<file path="config.mk">
export PLATFORM = sky130hd
export DESIGN_NAME = mem_arbiter
export DESIGN_NICKNAME = d
export VERILOG_FILES = /design/src/rtl/cpu_types_pkg.sv /design/src/rtl/arb_starve_ctr.sv /design/src/rtl/mem_arbiter.sv
export SDC_FILE = /design/constraint.sdc
export NUM_CORES = 1
export LEC_CHECK = 0
export ABC_CLOCK_PERIOD_IN_PS = 1700
export CAP_MARGIN = 20
export CORE_AREA = 2 2 105 107
export DETAILED_ROUTE_END_ITERATION = 16
export DIE_AREA = 0 0 107 109
export SLEW_MARGIN = 40
export SYNTH_ARGS = -nofsm -noshare
export SYNTH_HDL_FRONTEND = slang
export SYNTH_SLANG_ARGS = --single-unit
</file>
<file path="constraint.sdc">
create_clock -name CLK -period 1.7 [get_ports CLK]
set_input_delay 0.34 -clock CLK [delete_from_list [all_inputs] [get_ports CLK]]
set_output_delay 0.34 -clock CLK [all_outputs]
set_load 0.05 [all_outputs]
</file>
<file path="src/rtl/cpu_types_pkg.sv">
// Shared CPU types: word type, RAM handshake state and memory-arbiter grant state.
package cpu_types_pkg;

  typedef logic [31:0] word_t;

  typedef enum logic [1:0] {
    FREE   = 2'd0,
    BUSY   = 2'd1,
    ACCESS = 2'd2,
    ERROR  = 2'd3
  } ramstate_t;

  typedef enum logic [1:0] {
    IDLE = 2'd0,
    IGNT = 2'd1,
    DGNT = 2'd2
  } arb_state_t;

  // Wide enough for any starvation limit in 1..15.
  localparam int unsigned StarveCntW = 4;

endpackage

</file>
<file path="src/rtl/arb_starve_ctr.sv">
// Starvation counter for the memory arbiter.
// Counts data completions that happened while a fetch was waiting and raises
// forced_o once the count reaches Limit with a fetch still pending.
// Ports:
//   clk_i, rst_ni  clock, asynchronous active-low reset
//   ireq_i         icache read request (iREN)
//   d_done_i       a data access completes this cycle
//   i_done_i       an instruction access completes this cycle
//   forced_o       instruction must be granted next from IDLE
module arb_starve_ctr
  import cpu_types_pkg::*;
#(
  parameter int unsigned Limit = 4
) (
  input  logic clk_i,
  input  logic rst_ni,
  input  logic ireq_i,
  input  logic d_done_i,
  input  logic i_done_i,
  output logic forced_o
);

  localparam logic [StarveCntW-1:0] LimitW = StarveCntW'(Limit);

  logic [StarveCntW-1:0] cnt_q, cnt_d;

  always_comb begin
    cnt_d = cnt_q;
    if (i_done_i) begin
      cnt_d = '0;
    end else if (d_done_i) begin
      if (!ireq_i) begin
        cnt_d = '0;
      end else if (cnt_q != LimitW) begin
        cnt_d = cnt_q + 1'b1;
      end
    end
  end

  always_ff @(posedge clk_i or negedge rst_ni) begin
    if (!rst_ni) begin
      cnt_q <= '0;
    end else begin
      cnt_q <= cnt_d;
    end
  end

  assign forced_o = ireq_i && (cnt_q == LimitW);

endmodule

</file>
<file path="src/rtl/mem_arbiter.sv">
// Single-port RAM arbiter between icache fetches and dcache reads/writes.
// Data wins by default; one grant is held until RAM reports ACCESS (or the
// requester drops its request), then the block always returns to IDLE.
// Configuration: define MEMARB_FAIRNESS_EN to add the starvation counter that
// forces an instruction grant after STARVE_LIMIT data grants with iREN pending.
// Ports:
//   CLK, nRST                      clock, asynchronous active-low reset
//   iREN, iaddr / iwait, iload     icache request and response
//   dREN, dWEN, daddr, dstore      dcache request
//   dwait, dload                   dcache response
//   ramREN, ramWEN, ramaddr,
//   ramstore / ramload, ramstate   RAM port
module mem_arbiter
  import cpu_types_pkg::*;
#(
  parameter int unsigned STARVE_LIMIT = 4
) (
  input  logic      CLK,
  input  logic      nRST,
  input  logic      iREN,
  input  word_t     iaddr,
  output logic      iwait,
  output word_t     iload,
  input  logic      dREN,
  input  logic      dWEN,
  input  word_t     daddr,
  input  word_t     dstore,
  output logic      dwait,
  output word_t     dload,
  output logic      ramREN,
  output logic      ramWEN,
  output word_t     ramaddr,
  output word_t     ramstore,
  input  word_t     ramload,
  input  ramstate_t ramstate
);

  arb_state_t state_q, state_d;
  logic       d_req;
  logic       i_done;
  logic       d_done;
  logic       forced;

  assign d_req  = dREN | dWEN;
  // ERROR is not ACCESS, so it simply keeps the grant and retries.
  assign i_done = (state_q == IGNT) && iREN && (ramstate == ACCESS);
  assign d_done = (state_q == DGNT) && d_req && (ramstate == ACCESS);

`ifdef MEMARB_FAIRNESS_EN
  arb_starve_ctr #(
    .Limit(STARVE_LIMIT)
  ) u_starve_ctr (
    .clk_i   (CLK),
    .rst_ni  (nRST),
    .ireq_i  (iREN),
    .d_done_i(d_done),
    .i_done_i(i_done),
    .forced_o(forced)
  );
`else
  assign forced = 1'b0;
`endif

  always_ff @(posedge CLK or negedge nRST) begin
    if (!nRST) begin
      state_q <= IDLE;
    end else begin
      state_q <= state_d;
    end
  end

  always_comb begin
    state_d = state_q;
    unique case (state_q)
      IDLE: begin
        if (d_req && !forced) begin
          state_d = DGNT;
        end else if (iREN) begin
          state_d = IGNT;
        end
      end
      IGNT: if (!iREN || i_done) state_d = IDLE;
      DGNT: if (!d_req || d_done) state_d = IDLE;
      default: state_d = IDLE;
    endcase
  end

  always_comb begin
    ramREN   = 1'b0;
    ramWEN   = 1'b0;
    ramaddr  = '0;
    ramstore = '0;
    iwait    = 1'b1;
    dwait    = 1'b1;
    iload    = '0;
    dload    = '0;
    unique case (state_q)
      IGNT: begin
        ramREN  = 1'b1;
        ramaddr = iaddr;
        if (i_done) begin
          iwait = 1'b0;
          iload = ramload;
        end
      end
      DGNT: begin
        ramREN   = dREN;
        ramWEN   = dWEN;
        ramaddr  = daddr;
        ramstore = dstore;
        if (d_done) begin
          dwait = 1'b0;
          dload = ramload;
        end
      end
      default: ;
    endcase
  end

endmodule

</file>
-- After elaboration in Yosys (flattened, before gate mapping)
Cells that the tools add are included.
- register bits: 2
- word-level logic and storage cells: 35
- equal/unequal tests: 6
- multiplexer cells: 17
- bitwise logic cells: 1
- reduce and logical (&&, ||, !) cells: 10
- operators by type and width (kind ; number):
    $mux W32 ; 5
    $pmux W32 S2 ; 1
    $mux W2 ; 4
    $pmux W2 S3 ; 1
    $mux W1 ; 5
    $eq A2 B2 Y1 const B ; 2
    $logic_and A1 B1 Y1 ; 4
    $ne A2 B1 Y1 const B ; 2
    $ne A3 B3 Y1 const B ; 1
    $reduce_and A3 Y1 ; 1
    $eq A2 B1 Y1 const B ; 1
    $logic_not A1 Y1 ; 2
    $logic_not A2 Y1 ; 1
    $logic_or A1 B1 Y1 ; 2
    $pmux W1 S2 ; 1
    $or A1 B1 Y1 ; 1

-- Longest topological paths before layout
Gate-level depths: netlist of the first run.
- word-level depth: 6
- gate-level depth with buffers: 7
- gate-level depth less buffers: 6

-- Least setup slack after synthesis of the first run
OpenSTA, ideal clock, no wires.
- path kind: register to output
- start point: register state_q[0]
- end point: output port ramaddr[10]
- data arrival time: 1731 ps
- required time: 1360 ps
- slack: -371 ps
- stages on the path, launching flop included: 7
- path through: dfrtp_1 inv_1 ha_1 buf_4 buf_4 a22oi_1 nor2b_1
- longest elaborated chain between the ends: 2
- ends and longest elaborated chain (element ; line ; source):
    from (decl) ; mem_arbiter.sv:38 ; arb_state_t state_q, state_d;
    from (signal assigned) ; mem_arbiter.sv:68 ; state_q <= state_d;
    $eq A2 B2 Y1 / $eq A2 B1 Y1 (equally long branches) ; mem_arbiter.sv:97 ; unique case (state_q)
    $pmux W32 S2 * ; mem_arbiter.sv:97 ;
    to (decl) ; mem_arbiter.sv:32 ; output word_t ramaddr,
Mark *: on every way between the ends. The rest lies on a longest branch, timed or not.

-- Worst setup path after layout of the first run
- start point: register state_q[1]
- end point: output port ramaddr[14]
The elaborated chain is that of the path after synthesis.

==> qor.yml, run 1 <==
clock_tree:
  htree_levels: 1
  ctsHoldBuffers: 0
  clockBufferDepth: 2
  clk-insertion-delay-late_ps: 210
  cts_tree: "done"
  cts_buffers: 3
  clockRootBuffer: "clkbuf_8"
  clock_sinks: 2
  clkTransAtPathRegs_ps: 30
critical_path:
  cp_max_fo: 18
  critPathArrivalTime_ps: 1590
  path_class: "reg -> out"
  worstSetupStartpoint: "state_q[1]"
  r2r-start: "state_q[0]"
  critical_path.startpoint_type: "flop"
  end_kind: "output port"
  critPathRequiredTime_ps: 1360
pwr:
  p_leak_nw: 2.59
  p_per_area_mw_per_mm2: 1310
  ir_drop_v: 0.000764
placed_design:
  dp_slack_ps: -257
  place_area_mm2: 0.00588
  gp_congestion: 0.712
  hpwl_um: 7920
  placed_cells: 601
  port_buffers: 266
layout:
  finalNonFillerCells: 615
  fin_area_mm2: 0.00647
  top_register: "state_q"
  reg.largest.list: "state_q: 2 flops"
  multiInputGateArea_mm2: 0.00186
  largest_register_ffs: 2
  ff_latch_area_um2: 50.0
  drive_gt1_share_pct: 69.3
  num-fill-cells: 847
  final_nets: 615
  area_growth_syn_to_layout_pct: 376
  postLayoutCoreUtil_pct: 61.0
  antenna_cells: 0
sta:
  min_period_ps: 1930
  finalHoldViolations: 0
  slew_viol_final: 0
  rsz0062_at_grt: "yes"
  setup_viol: 132
  fmax_ghz: 0.518
  hold_slack_ps: 291
  tightest_slew_ps: 312
  maxSlewHeadroom_pct: 79.1
  finalCritPeriodShare_pct: 113
  setup_ws_ps: -229
  clock_skew_ps: 1.65
logic_synthesis:
  ys_ff_latch: 2
  synth.most_common_cell: "and2_1"
  ys_types: 21
  ys_async_sr_fraction_pct: 100
  ys_seq_area_share_pct: 3.68
  synth_warnings: 0
  synthesis.nets: 342
  netlist_area_mm2: 0.00136
  synth_top_area_share_pct: 44.7
  ys.flop_type: "dfrtp_1"
  synth_commonest_cells: "and2_1, nor2b_1, a22oi_1, buf_2, inv_1"
  netlist_instances: 204
  ys_top_cells_by_area: "and2_1, a22oi_1, nor2b_1, buf_2, dfrtp_1"
  synth_top_area_cell: "and2_1"
  syn_avg_cell_area_um2: 6.66
  synth-edff-count: 0
detailed_routing:
  ant_nets: 0
  wire_per_inst_um: 16.7
  drtIter0Drc: 102
  drc: 0
  drtPass1Iterations: 4
  via_count: 2581
  wirelength_um: 10300
  vias_per_cell: 4.20
die:
  die_h_um: 109
  die_w_um: 107
  core_mm2: 0.0106
  start_util_pct: 12.8
  die_area_mm2: 0.0117
  io_pins: 267
  fp-row-count: 38
global_route:
  grt_max_degree: 37
  grt_use_total_pct: 16.4
  grt_pass1_wl_um: 15200
  grt_overflow_total: 0
  grt_pass1_vias: 2895
  grt_antenna_before_repair: 0
hold_path:
  hp-class: "in -> async"
run_status:
  status: "complete, but fails checks"
  violations: "negative setup slack"
flow_run:
  maxCapViolCount: 0
-- logic make-up (layout without fill, tap and decap cells) --
kind of cell	after synthesis	count (layout)	share of synthesized area (%)
flops	2	2	3.68
buf+inv	25	296	9.02
compound gates	39	39	21.4
simple gates	135	135	63.2
fa+ha+maj	3	3	2.76
-- worst max-delay path, cell delays in order, from the launching register on --
cell     delay [ps]
dfrtp_1         410
ha_4            200
buf_12          130
buf_16          160
a22oi_2         250
nor2b_4          70
buf_12          150
-- where the power goes --
| group | switching, mW | internal, mW | total, mW |
|---|---|---|---|
| clock | 0.0384 | 0.150 | 0.188 |
| combinational | 3.91 | 4.29 | 8.20 |
| sequential | 0.0206 | 0.0692 | 0.0898 |
-- final timing paths --
path / to / slack, ps / cells after the start
max: ramaddr[14] / -230 / 6
min: state_q[1] / 290 / 1
max reg2reg: state_q[0] / 110 / 9
min reg2reg: state_q[0] / 640 / 2
max in group asynchronous: state_q[0] / 1290 / 1
min in group CLK: state_q[0] / 640 / 2
-- layer usage --
layer	up-vias	share of wire (%)	wire length (um)	GRT usage [%]
li1	1216	-	-	-
met1	1197	34	3490	17.2
met2	164	54	5550	31.5
met3	4	12	1190	6.69
met4	0	0.59	61	2.23
met5	-	0	0	0
-- through the flow --
step,total power [mW],setup TNS [ps]
finish,8.48,-22220
global route,8.82,-31310
CTS,8.29,-27920
detailed placement,7.25,-14440
global placement,7.19,-13310
floorplan,4.00,-125
-- final cells by class --
type | instances | share of cell area, %
clock buffers | 3 | 0.638
inverters | 5 | 0.290
multi-input cells | 177 | 28.7
flip-flops and latches | 2 | 0.773
well taps | 140 | 2.71
repair buffers | 288 | 66.9
-- cell usage in the layout, fill, tap and decap left out, types with 3 or more instances in the layout --
| cell type | Yosys | routed |
|---|---|---|
| buf_16 | 0 | 3 |
| clkbuf_8 | 0 | 3 |
| and2_2 | 0 | 23 |
| nor2b_4 | 0 | 33 |
| buf_4 | 3 | 9 |
| buf_12 | 0 | 137 |
| clkdlybuf4s50_1 | 0 | 130 |
| inv_1 | 5 | 3 |
| and2_4 | 0 | 74 |
| a22oi_2 | 0 | 32 |
-- timing repair --
| action | 4_1_cts | 5_1_grt |
|---|---|---|
| cloned | 4 | 2 |
| setup endpoints to repair | 132 | 132 |
| gates resized for setup | 108 | 33 |
| setup buffers | 7 | 1 |
| pin swaps | 2 | 18 |
Power figures use the tool's default switching activity.
==> inputs of run 2 (changes only) <==
==> constraint.sdc (replaced) <==
create_clock -name CLK -period 1.7 [get_ports CLK]
set_input_delay 0.17 -clock CLK [delete_from_list [all_inputs] [get_ports CLK]]
set_output_delay 0.17 -clock CLK [all_outputs]
set_load 0.05 [all_outputs]
==> run 2 against run 1 <==
  * Worst hold slack worse by 170 ps
  * Largest cell class unchanged
  * Die area stayed put
  * The run still ends with negative setup slack left
  * Highest routed layer unchanged
  * Sequential share of layout area stayed put
  * Largest power group unchanged
==> qor.yml, run 2 (synthesis results as in run 1) <==
placed_design:
  place_area_mm2: 0.00561  # -4.7%
  hpwl_um: 8000  # +1.0%
  port_buffers: 266  # unchanged
  gp_congestion: 0.738  # +3.7%
clock_tree:
  cts_buffers: 3  # unchanged
  clockBufferDepth: 2  # unchanged
  cts_tree: "done"
  clock_sinks: 2  # unchanged
  clkTransAtPathRegs_ps: 30  # about the same
  clk-insertion-delay-late_ps: 210  # about the same
  htree_levels: 1  # unchanged
  ctsHoldBuffers: 0  # unchanged
  clockRootBuffer: "clkbuf_8"
run_status:
  status: "complete, but fails checks"
  violations: "negative setup slack"
global_route:
  grt_overflow_total: 0  # unchanged
  grt_max_degree: 30  # -19%
  grt_pass1_wl_um: 14500  # -4.5%
  grt_use_total_pct: 15.7  # -0.70 points
  grt_pass1_vias: 2696  # -6.9%
  grt_antenna_before_repair: 0  # unchanged
pwr:
  clkPwrFrac_pct: 2.2  # about the same
  ir_drop_v: 0.000708  # -7.3%
  p_sw_mw: 3.98  # +0.25%
  p_per_area_mw_per_mm2: 1320  # +0.41%
  p_seq_share_pct: 1.0  # about the same
  p_total_mw: 8.52  # +0.41%
  swShare_pct: 46.8  # -0.077 points
  p_leak_nw: 2.57  # -0.70%
  p_int_mw: 4.53  # +0.56%
  combPwrFrac_pct: 96.8  # about the same
sta:
  min_period_ps: 1830  # -97.1 ps
  rsz0062_at_grt: "yes"
  finalHoldViolations: 0  # unchanged
  setup_ws_ps: -132  # +97.1 ps
  setup_viol: 96  # -27%
  maxSlewHeadroom_pct: 82.5  # +3.3 points
  finalCritPeriodShare_pct: 108  # -5.7 points
  tightest_slew_ps: 262  # -50.1 ps
  slew_viol_final: 0  # unchanged
  clock_skew_ps: 0.487  # -1.17 ps
  fmax_ghz: 0.546  # +5.3%
critical_path:
  crit_family: "buffers and inverters"
  path_buf_inv: 4  # +1
  cp_max_fo: 8  # -10
  cpMostUsedCell: "buf_6"
  path_class: "reg -> out"
  critPathRequiredTime_ps: 1530  # +170 ps
  cp_slowest_cell: "dfrtp_1"
  end_kind: "output port"
  critical_path.startpoint_type: "flop"
  worstPathCellList: "buf_6 -> ha_4 -> o21ai_4 -> nor2_4 -> buf_6 -> clkbuf_16 -> and2_4 -> buf_12"
  critPathArrivalTime_ps: 1660  # +70 ps
  cpPeakStageDelay_ps: 390  # -20 ps
die:
  fp-row-count: 38  # unchanged
  io_pins: 267  # unchanged
  die_area_mm2: 0.0117  # unchanged
  start_util_pct: 12.8  # unchanged
  die_w_um: 107  # unchanged
  die_h_um: 109  # unchanged
  core_mm2: 0.0106  # unchanged
layout:
  ff_latch_area_um2: 50.0  # unchanged
  largest_register_ffs: 2  # unchanged
  top_register: "state_q"
  fin_area_mm2: 0.00647  # unchanged
  final_nets: 622  # +1.1%
  antenna_cells: 0  # unchanged
  postLayoutCoreUtil_pct: 61.0  # unchanged
  drive_gt1_share_pct: 67.0  # -2.3 points
  area_growth_syn_to_layout_pct: 376  # unchanged
  num-fill-cells: 816  # -3.7%
  multiInputGateArea_mm2: 0.00174  # -6.3%
  reg.largest.list: "state_q: 2 flops"
  final_cell_mix: "clkdlybuf4s50_1, buf_12, and2_4"
detailed_routing:
  drc: 0  # unchanged
  drtPass1Iterations: 4  # unchanged
  drtIter0Drc: 67  # -34%
  vias_per_cell: 4.23  # +0.83%
  wire_per_inst_um: 17.4  # +3.9%
  via_count: 2632  # +2.0%
  wirelength_um: 10800  # +5.1%
  ant_nets: 0  # unchanged
flow_run:
  maxCapViolCount: 0  # unchanged
hold_path:
  hp-class: "in -> async"
run 2: cell count changes in the layout (fill, tap and decap cells not counted), sizes merged:
cell,previous run,this run
buf,152,154
clkbuf,5,10
clkdlybuf4s50,130,134
dlygate4sd2,2,0
dlymetal6s2s,2,0
run 2: final timing paths:
| path | start | slack, ps | cells after the start | to |
|---|---|---|---|---|
| max reg2reg | state_q[1] | 290 | 6 | state_q[0] |
| min reg2reg | state_q[0] | 630 | 2 | state_q[0] |
| max in group asynchronous | nRST | 1470 | 1 | state_q[1] |
| max | state_q[1] | -130 | 8 | dload[28] |
| min | nRST | 120 | 1 | state_q[0] |
| min in group CLK | state_q[0] | 630 | 2 | state_q[0] |
run 2: cell type report:
type                       instances  area share [%]
tap                              140            2.71
sequential                         2           0.773
inverter                           5           0.290
timing repair buffer             295            68.7
clock buffer                       3           0.638
multi-input combinational        177            26.9
run 2: what timing repair did:
item                                    4_1_cts  5_1_grt
gates cloned                                  2        8
pin swaps                                     2       24
endpoints found under the setup margin      102      129
setup buffers                                 5        4
resized for setup                            89       66
hold endpoints to repair                      0        0
run 2: routing by layer:
layer / GRT usage [%] / wire [um]
met1: 17.4 / 3870
met2: 29.8 / 5910
met3: 4.54 / 940
met4: 3.43 / 99
met5: 0 / 0
run 2: power by group through the flow:
| stage | logic [mW] | registers, mW | clock network (mW) |
|---|---|---|---|
| 2_1_floorplan | 3.38 | 0.0797 | 0 |
| 3_3_place_gp | 6.61 | 0.0826 | 0 |
| 3_5_place_dp | 6.65 | 0.0844 | 0 |
| 4_1_cts | 7.20 | 0.0887 | 0.194 |
| 5_1_grt | 8.55 | 0.0880 | 0.201 |
| 6_report | 8.24 | 0.0858 | 0.191 |
run 2: metrics by stage:
| step | instances | worst slack (ps) | setup TNS [ps] | hold slack, ps |
|---|---|---|---|---|
| global placement | 601 | 6.97 | 0 | 343 |
| finish | 622 | -132 | -7910 | 118 |
| global route | 622 | -177 | -13170 | 117 |
| CTS | 610 | -86.1 | -5840 | 119 |
| floorplan | 204 | 44.7 | 0 | -126 |
| detailed placement | 601 | -33.2 | -59.1 | 343 |
